### src/rtl/usb_data_tx_framer.sv
// USB data-packet transmit framer: emits PID, payload and inverted CRC16 (0x8005) bytes.
// Optional payload-length check enabled by defining USB_TX_FRAMER_LEN_CHECK_EN.
`timescale 1ns/1ps
module usb_data_tx_framer (
    input  logic        clk,
    input  logic        rst_n,
    input  logic        start,
    input  logic [3:0]  pid,
    input  logic        zlp,
    input  logic [7:0]  s_data,
    input  logic        s_valid,
    input  logic        s_last,
    output logic        s_ready,
    output logic [7:0]  m_data,
    output logic        m_valid,
    output logic        m_last,
    input  logic        m_ready,
    output logic        busy,
    output logic [15:0] crc_out,
    output logic        len_err
);

    typedef enum logic [2:0] {StIdle, StPid, StPayload, StCrcLo, StCrcHi} state_e;

    state_e      state_q, state_d;
    logic [7:0]  m_data_q, m_data_d;
    logic        m_valid_q, m_valid_d;
    logic        m_last_q, m_last_d;
    logic [15:0] crc_q, crc_d;
    logic        zlp_q, zlp_d;
    logic        lo_loaded_q, lo_loaded_d;
    logic        s_acc, m_acc, out_free;
    logic [15:0] crc_next;

    function automatic logic [15:0] crc16_byte(input logic [15:0] c, input logic [7:0] d);
        logic [15:0] r;
        logic        fb;
        r = c;
        for (int i = 7; i >= 0; i--) begin
            fb = r[15] ^ d[i];
            r  = {r[14:0], 1'b0};
            if (fb) r = r ^ 16'h8005;
        end
        return r;
    endfunction

    assign s_ready  = (state_q == StPayload) & (~m_valid_q | m_ready);
    assign busy     = (state_q != StIdle);
    assign s_acc    = s_valid & s_ready;
    assign m_acc    = m_valid_q & m_ready;
    assign out_free = ~m_valid_q | m_ready;
    assign crc_next = crc16_byte(crc_q, s_data);

    assign m_data  = m_data_q;
    assign m_valid = m_valid_q;
    assign m_last  = m_last_q;
    assign crc_out = crc_q;

    always_ff @(posedge clk or negedge rst_n) begin
        if (!rst_n) begin
            state_q <= StIdle;
        end else begin
            state_q <= state_d;
        end
    end

    always_comb begin
        state_d = state_q;
        unique case (state_q)
            StIdle:    if (start) state_d = StPid;
            StPid:     if (m_acc) state_d = zlp_q ? StCrcLo : StPayload;
            StPayload: if (s_acc && s_last) state_d = StCrcLo;
            StCrcLo:   if (lo_loaded_q && m_acc) state_d = StCrcHi;
            StCrcHi:   if (m_acc) state_d = StIdle;
            default:   state_d = StIdle;
        endcase
    end

    // Output register next values; the CRC low byte is loaded once the last payload byte drains.
    always_comb begin
        m_data_d    = m_data_q;
        m_valid_d   = m_valid_q;
        m_last_d    = m_last_q;
        crc_d       = crc_q;
        zlp_d       = zlp_q;
        lo_loaded_d = lo_loaded_q;
        unique case (state_q)
            StIdle: begin
                if (start) begin
                    m_data_d    = {~pid, pid};
                    m_valid_d   = 1'b1;
                    m_last_d    = 1'b0;
                    crc_d       = 16'hFFFF;
                    zlp_d       = zlp;
                    lo_loaded_d = 1'b0;
                end
            end
            StPid: begin
                if (m_acc) begin
                    if (zlp_q) begin
                        m_data_d    = ~crc_q[7:0];
                        lo_loaded_d = 1'b1;
                    end else begin
                        m_valid_d = 1'b0;
                    end
                end
            end
            StPayload: begin
                if (s_acc) begin
                    m_data_d  = s_data;
                    m_valid_d = 1'b1;
                    crc_d     = crc_next;
                end else if (m_ready) begin
                    m_valid_d = 1'b0;
                end
            end
            StCrcLo: begin
                if (!lo_loaded_q) begin
                    if (out_free) begin
                        m_data_d    = ~crc_q[7:0];
                        m_valid_d   = 1'b1;
                        lo_loaded_d = 1'b1;
                    end
                end else if (m_ready) begin
                    m_data_d = ~crc_q[15:8];
                    m_last_d = 1'b1;
                end
            end
            StCrcHi: begin
                if (m_ready) begin
                    m_valid_d = 1'b0;
                    m_last_d  = 1'b0;
                end
            end
            default: ;
        endcase
    end

    always_ff @(posedge clk or negedge rst_n) begin
        if (!rst_n) begin
            m_data_q    <= 8'h00;
            m_valid_q   <= 1'b0;
            m_last_q    <= 1'b0;
            crc_q       <= 16'hFFFF;
            zlp_q       <= 1'b0;
            lo_loaded_q <= 1'b0;
        end else begin
            m_data_q    <= m_data_d;
            m_valid_q   <= m_valid_d;
            m_last_q    <= m_last_d;
            crc_q       <= crc_d;
            zlp_q       <= zlp_d;
            lo_loaded_q <= lo_loaded_d;
        end
    end

`ifdef USB_TX_FRAMER_LEN_CHECK_EN
    logic [10:0] len_cnt_q, len_cnt_d;
    logic        len_err_q, len_err_d;

    always_comb begin
        len_cnt_d = len_cnt_q;
        len_err_d = len_err_q;
        if (state_q == StIdle && start) begin
            len_cnt_d = 11'd0;
            len_err_d = 1'b0;
        end else if (state_q == StPayload && s_acc) begin
            if (len_cnt_q == 11'd1024) len_err_d = 1'b1;
            // Saturate so a runaway payload cannot wrap back under the limit.
            if (len_cnt_q != 11'h7FF) len_cnt_d = len_cnt_q + 11'd1;
        end
    end

    always_ff @(posedge clk or negedge rst_n) begin
        if (!rst_n) begin
            len_cnt_q <= 11'd0;
            len_err_q <= 1'b0;
        end else begin
            len_cnt_q <= len_cnt_d;
            len_err_q <= len_err_d;
        end
    end

    assign len_err = len_err_q;
`else
    assign len_err = 1'b0;
`endif

endmodule

### config.mk
export PLATFORM = sky130hd
export DESIGN_NAME = usb_data_tx_framer
export DESIGN_NICKNAME = d
export VERILOG_FILES = /design/src/rtl/usb_data_tx_framer.sv
export SDC_FILE = /design/constraint.sdc
export NUM_CORES = 1
export LEC_CHECK = 0
export BUFFER_PORTS_ARGS = -buffer_cell sky130_fd_sc_hd__buf_2
export CAP_MARGIN = 10
export CORE_MARGIN = 2
export CORE_UTILIZATION = 35
export CTS_BUF_LIST = sky130_fd_sc_hd__clkbuf_2
export DETAILED_ROUTE_END_ITERATION = 16
export PLACE_DENSITY_LB_ADDON = 0.3
export SYNTH_ARGS = -nofsm -noshare
export SYNTH_HDL_FRONTEND = slang
export SYNTH_SLANG_ARGS = --single-unit
### constraint.sdc
create_clock -name clk -period 2.2 [get_ports clk]
set_input_delay 0.11 -clock clk [delete_from_list [all_inputs] [get_ports clk]]
set_output_delay 0.11 -clock clk [all_outputs]
set_load 0.02 [all_outputs]
==> run_results.csv, run 1 <==
group,metric,value,unit
layout,fin_area,0.00225,sq mm
setup_path,startpoint_type,"flip-flop",
setup_path,path_buf_inv,0,
global_route,track_usage,17.6,%
job,cap_violations,0,
route,routed_via_density,5.07,
layout,regArea,796,sq um
route,totalWireLength,4830,um
global_route,met1_usage,25.3,%
place,place.gp.congestion,0.801,
place,portBuffers,46,
die,fp.dieW,76.7,um
pwr,leakage,0.986,nW
global_route,grtUsageMet3,3.76,%
setup_path,crit_fanout,4,
setup_path,crit_chain,"xnor2_1 > xnor2_1 > xnor3_2 > xor3_1 > a21oi_1",
layout,fin_nets,264,
timing,timing.fmax,485,MHz
layout,drive_above_1_share,37.0,%
yosys,synth-seq-cells,31,
global_route,grt-ovfl-total,0,
yosys,synthDistinctLibCells,35,
global_route,grt_busiest_layer,"met2",
global_route,antenna_found_initial,0,
setup_path,cp_common_cell,"xnor2_1",
route,drt_first_pass_iters,4,
layout,n_fill_cell,528,
setup_path,critPathSlowestCell,"dfstp_2",
cts,cts_sinks,31,
yosys,yosysSeqAreaShare,43.0,%
die,die_h,76.7,um
global_route,grt_pass1_vias,1602,
die,start_util,36.2,%
setup_path,crit_path_end_kind,"flip-flop",
timing,setup_tns,0,ps
cts,clk_pin_slew_worst_paths,180,ps
die,die_area,0.00588,sq mm
cts,cts_max_path_buffers,2,
setup_path,max_stage_delay,600,ps
route,final_antenna_net_count,0,
timing,setup-violations-final,0,
layout,n_antenna_cell,0,
route,vias,1603,
yosys,syn_inst,193,
route,routedWlPerCell,15.3,um
route,drc,0,
place,placed_cell_area,0.00217,sq mm
die,coreArea,0.00511,sq mm
timing,min_period,2060,ps
cts,clock_latency,390,ps
setup_path,crit_required,2500,ps
die,pin_count,48,
timing,period_share,93.8,%
yosys,syn_area,0.00185,sq mm
timing,rsz0062_at_grt,"no",
setup_path,critPathTopFamily,"XOR/XNOR gates",
hold_path,hold_class,"in2reg",
global_route,grt_max_degree,32,
global_route,grt_pass1_wl,8160,um
cts,cts_tree,"built",
outcome,status,"finished, final reports clean",
place,dp_hpwl,3600,um
route,drtIter0Drc,112,
yosys,ys_warn_count,0,
layout,multi_input_area,975,sq um
pwr,power.density,1790,mW/mm^2
cts,cts_buffers,5,
timing,slew_headroom,53.5,%
layout,area_growth,21.6,%
yosys,syn_avg_cell_area,9.58,sq um
die,num_rows,26,
global_route,grt_util_met2,26.4,%
timing,slew_viol_final,0,
yosys,syn_nets,212,
cts,htreeDepth,2,
timing,fin_skew,30.3,ps
setup_path,crit_type,"reg2reg",
setup_path,cp.arrival,2370,ps
pwr,vdd_drop_max,0.748,mV
timing,hold_viol,0,
timing,worst_pin_slew,698,ps
cts,clockRootBuffer,"clkbuf_2",
==> flip-flops by register name, summed over array words and instances, names as in the netlist <==
register,count
m_data,8
crc_out,16
lo_loaded_q,1
state_q,3
m_valid,1
m_last,1
zlp_q,1
==> final timing paths <==
kind / to / depth (start not counted) / startpoint / slack, ps
setup / recovery: crc_out[15] / 5 / crc_out[9] / 140
hold / removal: m_last / 3 / m_ready / 20
setup reg to reg: crc_out[15] / 5 / crc_out[9] / 140
hold reg to reg: crc_out[14] / 2 / crc_out[6] / 510
max in group asynchronous: m_data[3] / 2 / rst_n / 1460
min in group asynchronous: m_data[1] / 2 / rst_n / 270
==> timing repair <==
action / in CTS / in global routing
hold endpoints to repair: 17 / 0
endpoints found under the setup margin: 0 / 1
gates resized for setup: 0 / 1
hold buffers: 3 / 0
setup buffers: 0 / 0
==> synthesized netlist by cell type, drive strengths merged <==
cell type  instances  area share [%]
mux2               9             5.5
o22ai              5             1.7
nand2             11             2.2
a21oi             16             4.3
nand3              5             1.4
nor3              10             2.7
a221o              1            0.54
a21boi             2            0.81
nand4              1            0.34
xor2               6             2.8
a21o               2            0.81
nor2              10             2.0
xor3               1             1.3
o211ai             6             2.4
buf                9             2.4
nor3b              1             1.0
o31a               5             2.4
clkbuf             3            0.61
nor2b              4             1.4
nand2b             4             1.4
conb               1            0.20
or3                1            0.34
a2bb2oi            4             1.9
o32a               1            0.54
dfrtp             15              20
dfstp             16              23
inv                8             1.6
xnor3              1             1.3
and3               1            0.34
mux2i              1            0.54
xnor2             14             7.0
o21ai             19             5.1
==> routing by layer <==
metal,vias up,wire length (um)
met5,-,0
met4,0,63
met3,7,281
met2,52,2230
met1,759,2260
li1,785,-
==> worst min-delay path, stage by stage <==
cell	delay, ps
buf_2	130
inv_1	70
o21ai_0	80
==> power breakdown <==
group | internal [W] | switching [W] | leakage, nW | total (W)
Sequential | 0.000922 | 0.000285 | 0.350 | 0.00121
Combinational | 0.00121 | 0.00131 | 0.603 | 0.00252
Clock | 0.0000937 | 0.000206 | 0.0332 | 0.000300
==> cells by family after synthesis <==
family	count (synthesis)	synth area share (%)
compound gates	61	20.6
xor+xnor	22	12.4
buf+inv	20	4.67
flops	31	43.0
mux	10	6.02
other cells	1	0.203
simple gates	48	13.1
==> through the flow <==
stage	utilization, %	cells	hold slack, ps	total power [W]	setup slack (ps)
2_1_floorplan	-	193	-186	0.00306	162
3_3_place_gp	42.5	305	200	0.00372	207
3_5_place_dp	42.5	305	195	0.00375	178
4_1_cts	43.9	316	13.7	0.00405	151
5_1_grt	44.0	316	47.1	0.00439	45.2
6_report	44.0	316	23.1	0.00403	136
==> placed cells by master, fill, tap and decap left out, drive strengths merged, types with 2 or more instances in the layout <==
cell         Yosys  final
o31a             5      5
nand2b           4      4
dfrtp           15     15
buf              9     54
nand3            5      5
mux2             9      9
a2bb2oi          4      4
xnor2           14     14
xor2             6      6
a21oi           16     16
o211ai           6      6
a21boi           2      2
o21ai           19     19
o22ai            5      5
a21o             2      2
nand2           11     11
inv              8      8
dfstp           16     16
dlygate4sd3      0      3
nor3            10     10
nor2            10     10
clkbuf           3      8
nor2b            4      4
==> layout make-up <==
type                       count  share of cell area (%)
sequential                    31                    35.4
tap                           70                    3.90
multi-input combinational    142                    43.3
clock buffer                   8                    1.78
inverter                       8                    1.34
timing repair buffer          57                    14.2
Note: power is estimated with default switching activity, not from simulation.
==> run 2, diff against run 1 <==
Settings changed: GPL_TIMING_DRIVEN set to 0.
==> run 2 against run 1 <==
Via count rose by 2.9%. Critical endpoint is now m_data[1]. Largest power group unchanged. Clock-buffer cell count fell by 2. Combinational power barely moved. Clock power fell by 3%. Wire length rose by 5.1%. Die area did not move.
==> run_results.csv, run 2 (synthesis results as in run 1) <==
group,metric,value,unit
setup_path,critPathSlowestCell,"nor3b_4",
die,fp.dieW,76.7,um
setup_path,cp_common_cell,"buf_2",
pwr,seq_power_share,29.4,%
setup_path,max_stage_delay,360,ps
global_route,grt_pass1_vias,1692,
route,wl_met2,2270,um
global_route,antenna_found_initial,0,
timing,rsz0062_at_grt,"no",
pwr,leakage,0.980,nW
timing,timing.fmax,488,MHz
die,die_h,76.7,um
setup_path,cp.arrival,2340,ps
route,drtIter0Drc,266,
timing,min_period,2050,ps
layout,n_antenna_cell,0,
die,die_area,0.00588,sq mm
route,routed_via_density,5.17,
route,met3WireLength,303,um
cts,clock_latency,400,ps
cts,cts_max_path_buffers,2,
timing,setup_tns,0,ps
route,drt_first_pass_iters,4,
global_route,grt-ovfl-total,0,
route,totalWireLength,5080,um
setup_path,crit_required,2500,ps
setup_path,crit_path_end_kind,"flip-flop",
setup_path,startpoint_type,"flip-flop",
route,highest_layer,"met4",
timing,slew_viol_final,0,
setup_path,crit_fanout,10,
layout,fin_nets,267,
layout,final_cell_mix,"buf_2 (52), o21ai_0 (19), a21oi_1 (16), dfstp_2 (16), dfrtp_1 (15)",
layout,regArea,796,sq um
layout,fin_area,0.00224,sq mm
route,met1_length,2440,um
pwr,power.density,1780,mW/mm^2
pwr,p_sw,0.00184,W
outcome,status,"finished, final reports clean",
timing,slew_headroom,53.3,%
setup_path,crit_chain,"buf_2 > nor3b_4 > and3_1 > o211ai_1 > a21o_1 > buf_2 > mux2_2",
pwr,vdd_drop_max,0.727,mV
route,drc,0,
route,vias,1649,
hold_path,worstHoldPathCells,3,
setup_path,crit_type,"reg2reg",
layout,largest_reg_flops,16,
timing,setup-violations-final,0,
global_route,grt_max_degree,32,
global_route,grt_pass1_wl,8800,um
global_route,track_usage,18.9,%
cts,post_cts_buffers,0,
layout,final_common_cell,"buf_2",
setup_path,worstRegToRegCells,7,
pwr,swShare,46.0,%
hold_path,hold_class,"in2reg",
cts,cts_sinks,31,
route,routedWlPerCell,15.9,um
die,num_rows,26,
pwr,comb_power_share,63.3,%
cts,cts_buffers,5,
place,dp_hpwl,3700,um
timing,worst_pin_slew,700,ps
die,coreArea,0.00511,sq mm
place,place.gp.congestion,0.822,
layout,n_fill_cell,557,
cts,htreeDepth,2,
route,final_antenna_net_count,0,
cts,cts_tree,"built",
timing,hold_viol,0,
die,start_util,36.2,%
place,placed_cell_area,0.00217,sq mm
cts,clockRootBuffer,"clkbuf_2",
cts,clk_pin_slew_worst_paths,170,ps
pwr,clockPowerShare,7.3,%
layout,multi_input_area,977,sq um
timing,fin_skew,12.3,ps
die,pin_count,48,
job,cap_violations,0,
timing,setup_ws,151,ps
place,pre_cts_slack,6.20,ps
layout,area_growth,21.0,%
place,portBuffers,46,
pwr,p_int,0.00215,W
timing,period_share,93.1,%
layout,drive_above_1_share,36.5,%
-- run 2: final timing paths --
kind	slack [ps]	end	start
worst max-delay path	150	m_data[1]	state_q[1]
worst min-delay path	30	m_last	m_ready
worst max register to register	150	m_data[1]	state_q[1]
worst min register to register	520	crc_out[11]	crc_out[3]
max in group asynchronous	1470	m_data[0]	rst_n
min in group asynchronous	270	m_data[7]	rst_n
-- run 2: critical path, delay by kind of cell, from the launching register on --
family / cells / cell delay [ps]
compound gates: 2 / 290
buf+inv: 2 / 380
flops: 1 / 350
mux: 1 / 280
simple gates: 2 / 640
-- run 2: metal layers --
metal	vias to the layer above	GRT usage, %
met5	-	0
met4	0	5.45
met3	8	4.24
met2	63	28.4
met1	785	27.2
li1	793	-
-- run 2: area by class of cell --
type,instances,area share [%]
Inverter,8,1.34
Tap cell,70,3.91
Clock inverter,2,0.391
Multi-Input combinational cell,142,43.7
Sequential cell,31,35.6
Buffer,12,2.57
Clock buffer,6,1.34
Timing Repair Buffer,48,11.2
-- run 2: power by group through the flow --
stage                     Combinational [W]  Clock (W)  Sequential [W]
after floorplan                     0.00166          0         0.00140
after global placement              0.00249          0         0.00118
after detailed placement            0.00252          0         0.00119
after CTS                           0.00254   0.000297         0.00118
after global routing                0.00278   0.000326         0.00122
final                               0.00253   0.000290         0.00118
-- run 2: repair_timing --
item | 4_1_cts | 5_1_grt
hold buffers | 2 | 0
pin swaps | 0 | 1
gates cloned | 0 | 0
resized for setup | 1 | 3
endpoints found under the hold margin | 16 | 0
endpoints found under the setup margin | 9 | 9
-- run 2: metrics by stage --
step	total power, W	hold WS, ps	instances	util (%)
after floorplan	0.00306	-186	193	-
after global placement	0.00367	192	309	42.4
final	0.00399	31.6	319	43.8
after global routing	0.00433	37.2	319	43.8
after CTS	0.00402	26.3	319	43.6
after detailed placement	0.00371	198	309	42.4
==> run 3, diff against run 2 <==
Settings changed: CTS_CLUSTER_SIZE set to 20.
Clock period 2.2 ns to 2.6 ns, I/O delays scaled along.
==> run 3 against run 2 <==
Hold slack improved by 28 ps. Clock power is 16% lower. Combinational power fell by 15%. Highest routed layer unchanged. Fmax down 9.3%. Die area stayed put. Sequential share of layout area is 0.18 points higher. Global-route usage unchanged. Via count shrank 0.67%. Sequential power down 16%. Worst setup slack better by 190 ps. Clock-buffer cell count is the same. Critical path depth decreased by 1.
==> run_results.csv, run 3 (synthesis results as in run 1) <==
group,metric,value,unit
die,start_util,36.2,%
global_route,grt_util_met2,28.4,%
cts,cts_max_path_buffers,2,
layout,final_cells,319,
cts,cts_buffers,5,
layout,final_common_cell,"buf_2",
timing,fin_skew,13.8,ps
layout,drive_above_1_share,35.3,%
cts,clock_latency,400,ps
layout,multi_input_area,967,sq um
global_route,met1_usage,27.2,%
place,portBuffers,46,
route,routedWlPerCell,15.8,um
global_route,antenna_found_initial,0,
cts,post_cts_buffers,0,
global_route,grtUsageMet3,4.24,%
timing,period_share,86.9,%
place,dp_hpwl,3700,um
global_route,grt_pass1_wl,8800,um
layout,area_growth,20.4,%
route,totalWireLength,5060,um
pwr,p_int,0.00183,W
timing,timing.fmax,443,MHz
layout,largest_reg_flops,16,
timing,setup_tns,0,ps
global_route,grt_busiest_layer,"met2",
global_route,track_usage,18.9,%
cts,cts_sinks,31,
job,cap_violations,0,
die,pin_count,48,
timing,slew_headroom,49.1,%
pwr,vdd_drop_max,0.613,mV
setup_path,crit_type,"reg2reg",
route,final_antenna_net_count,0,
hold_path,hold_class,"in2reg",
route,routed_via_density,5.13,
timing,min_period,2260,ps
setup_path,crit_fanout,10,
die,die_area,0.00588,sq mm
cts,clk_pin_slew_worst_paths,160,ps
pwr,comb_power_share,63.4,%
die,num_rows,26,
layout,fin_nets,267,
pwr,seq_power_share,29.4,%
layout,n_antenna_cell,0,
cts,cts_tree,"built",
route,vias,1638,
cts,htreeDepth,2,
pwr,swShare,45.7,%
timing,worst_pin_slew,760,ps
global_route,grt-ovfl-total,0,
layout,regArea,796,sq um
cts,clockRootBuffer,"clkbuf_2",
route,drt_first_pass_iters,4,
outcome,status,"finished, final reports clean",
die,fp.dieW,76.7,um
setup_path,crit_path_end_kind,"flip-flop",
timing,rsz0062_at_grt,"no",
global_route,grt_max_degree,32,
route,drc,0,
die,die_h,76.7,um
global_route,grt_pass1_vias,1692,
setup_path,startpoint_type,"flip-flop",
pwr,p_sw,0.00154,W
layout,n_fill_cell,562,
setup_path,cp.arrival,2590,ps
place,placed_cells_incl_taps,309,
layout,final_cell_mix,"buf_2 (52), o21ai_0 (19), a21oi_1 (16), dfstp_2 (16), dfrtp_1 (15)",
timing,setup-violations-final,0,
route,drtIter0Drc,294,
timing,hold_viol,0,
timing,slew_viol_final,0,
pwr,clockPowerShare,7.2,%
place,place.gp.congestion,0.822,
setup_path,crit_required,2930,ps
pwr,power.density,1520,mW/mm^2
die,coreArea,0.00511,sq mm
pwr,leakage,0.975,nW
run 3: per-layer routing:
layer	part of all wire [%]	routed length, um	up-vias
li1	-	-	793
met1	48	2420	779
met2	45	2270	57
met3	5.9	298	9
met4	1.3	68	0
met5	0	0	-
run 3: worst paths after layout:
path                       startpoint           to  slack [ps]  cells after the start
hold reg to reg            crc_out[3]  crc_out[11]         510                      2
hold / removal                m_ready       m_last          60                      3
setup reg to reg           state_q[0]   crc_out[4]         340                      6
min in group asynchronous       rst_n    m_data[7]         300                      2
setup / recovery           state_q[0]   crc_out[4]         340                      6
max in group asynchronous       rst_n    m_data[0]        1850                      2
run 3: what timing repair did:
action | 4_1_cts | 5_1_grt
hold endpoints to repair | 16 | 0
hold buffers | 2 | 0
resized for setup | 0 | 0
run 3: area by class of cell:
cell class | instances | share of cell area, %
Timing Repair Buffer | 48 | 11.2
Clock buffer | 6 | 1.35
Clock inverter | 2 | 0.393
Buffer | 12 | 2.53
Sequential cell | 31 | 35.8
Multi-Input combinational cell | 142 | 43.5
Tap cell | 70 | 3.93
Inverter | 8 | 1.35
run 3: per-stage QoR:
step	setup WS (ps)	power, W	utilization [%]	instance area (sq um)	hold WS (ps)
global placement	441	0.00310	42.4	2170	212
finish	341	0.00337	43.6	2230	60.0
detailed placement	406	0.00314	42.4	2170	218
global route	239	0.00367	43.6	2230	57.2
floorplan	562	0.00259	-	1850	-166
CTS	368	0.00340	43.6	2230	46.3
run 3: worst max-delay path: stages (launching register included):
cell and delay [ps]:
dfrtp_1 450, buf_2 200, or3_1 370, nor2_1 590, buf_2 360, nor3_1 70, a21oi_1 150
run 3: power groups by stage:
stage / combinational (W) / clock, W / sequential (W)
5_1_grt: 0.00236 / 0.000276 / 0.00103
4_1_cts: 0.00215 / 0.000251 / 0.000996
3_5_place_dp: 0.00213 / 0 / 0.00100
6_report: 0.00214 / 0.000243 / 0.000993
3_3_place_gp: 0.00210 / 0 / 0.00100
2_1_floorplan: 0.00141 / 0 / 0.00118
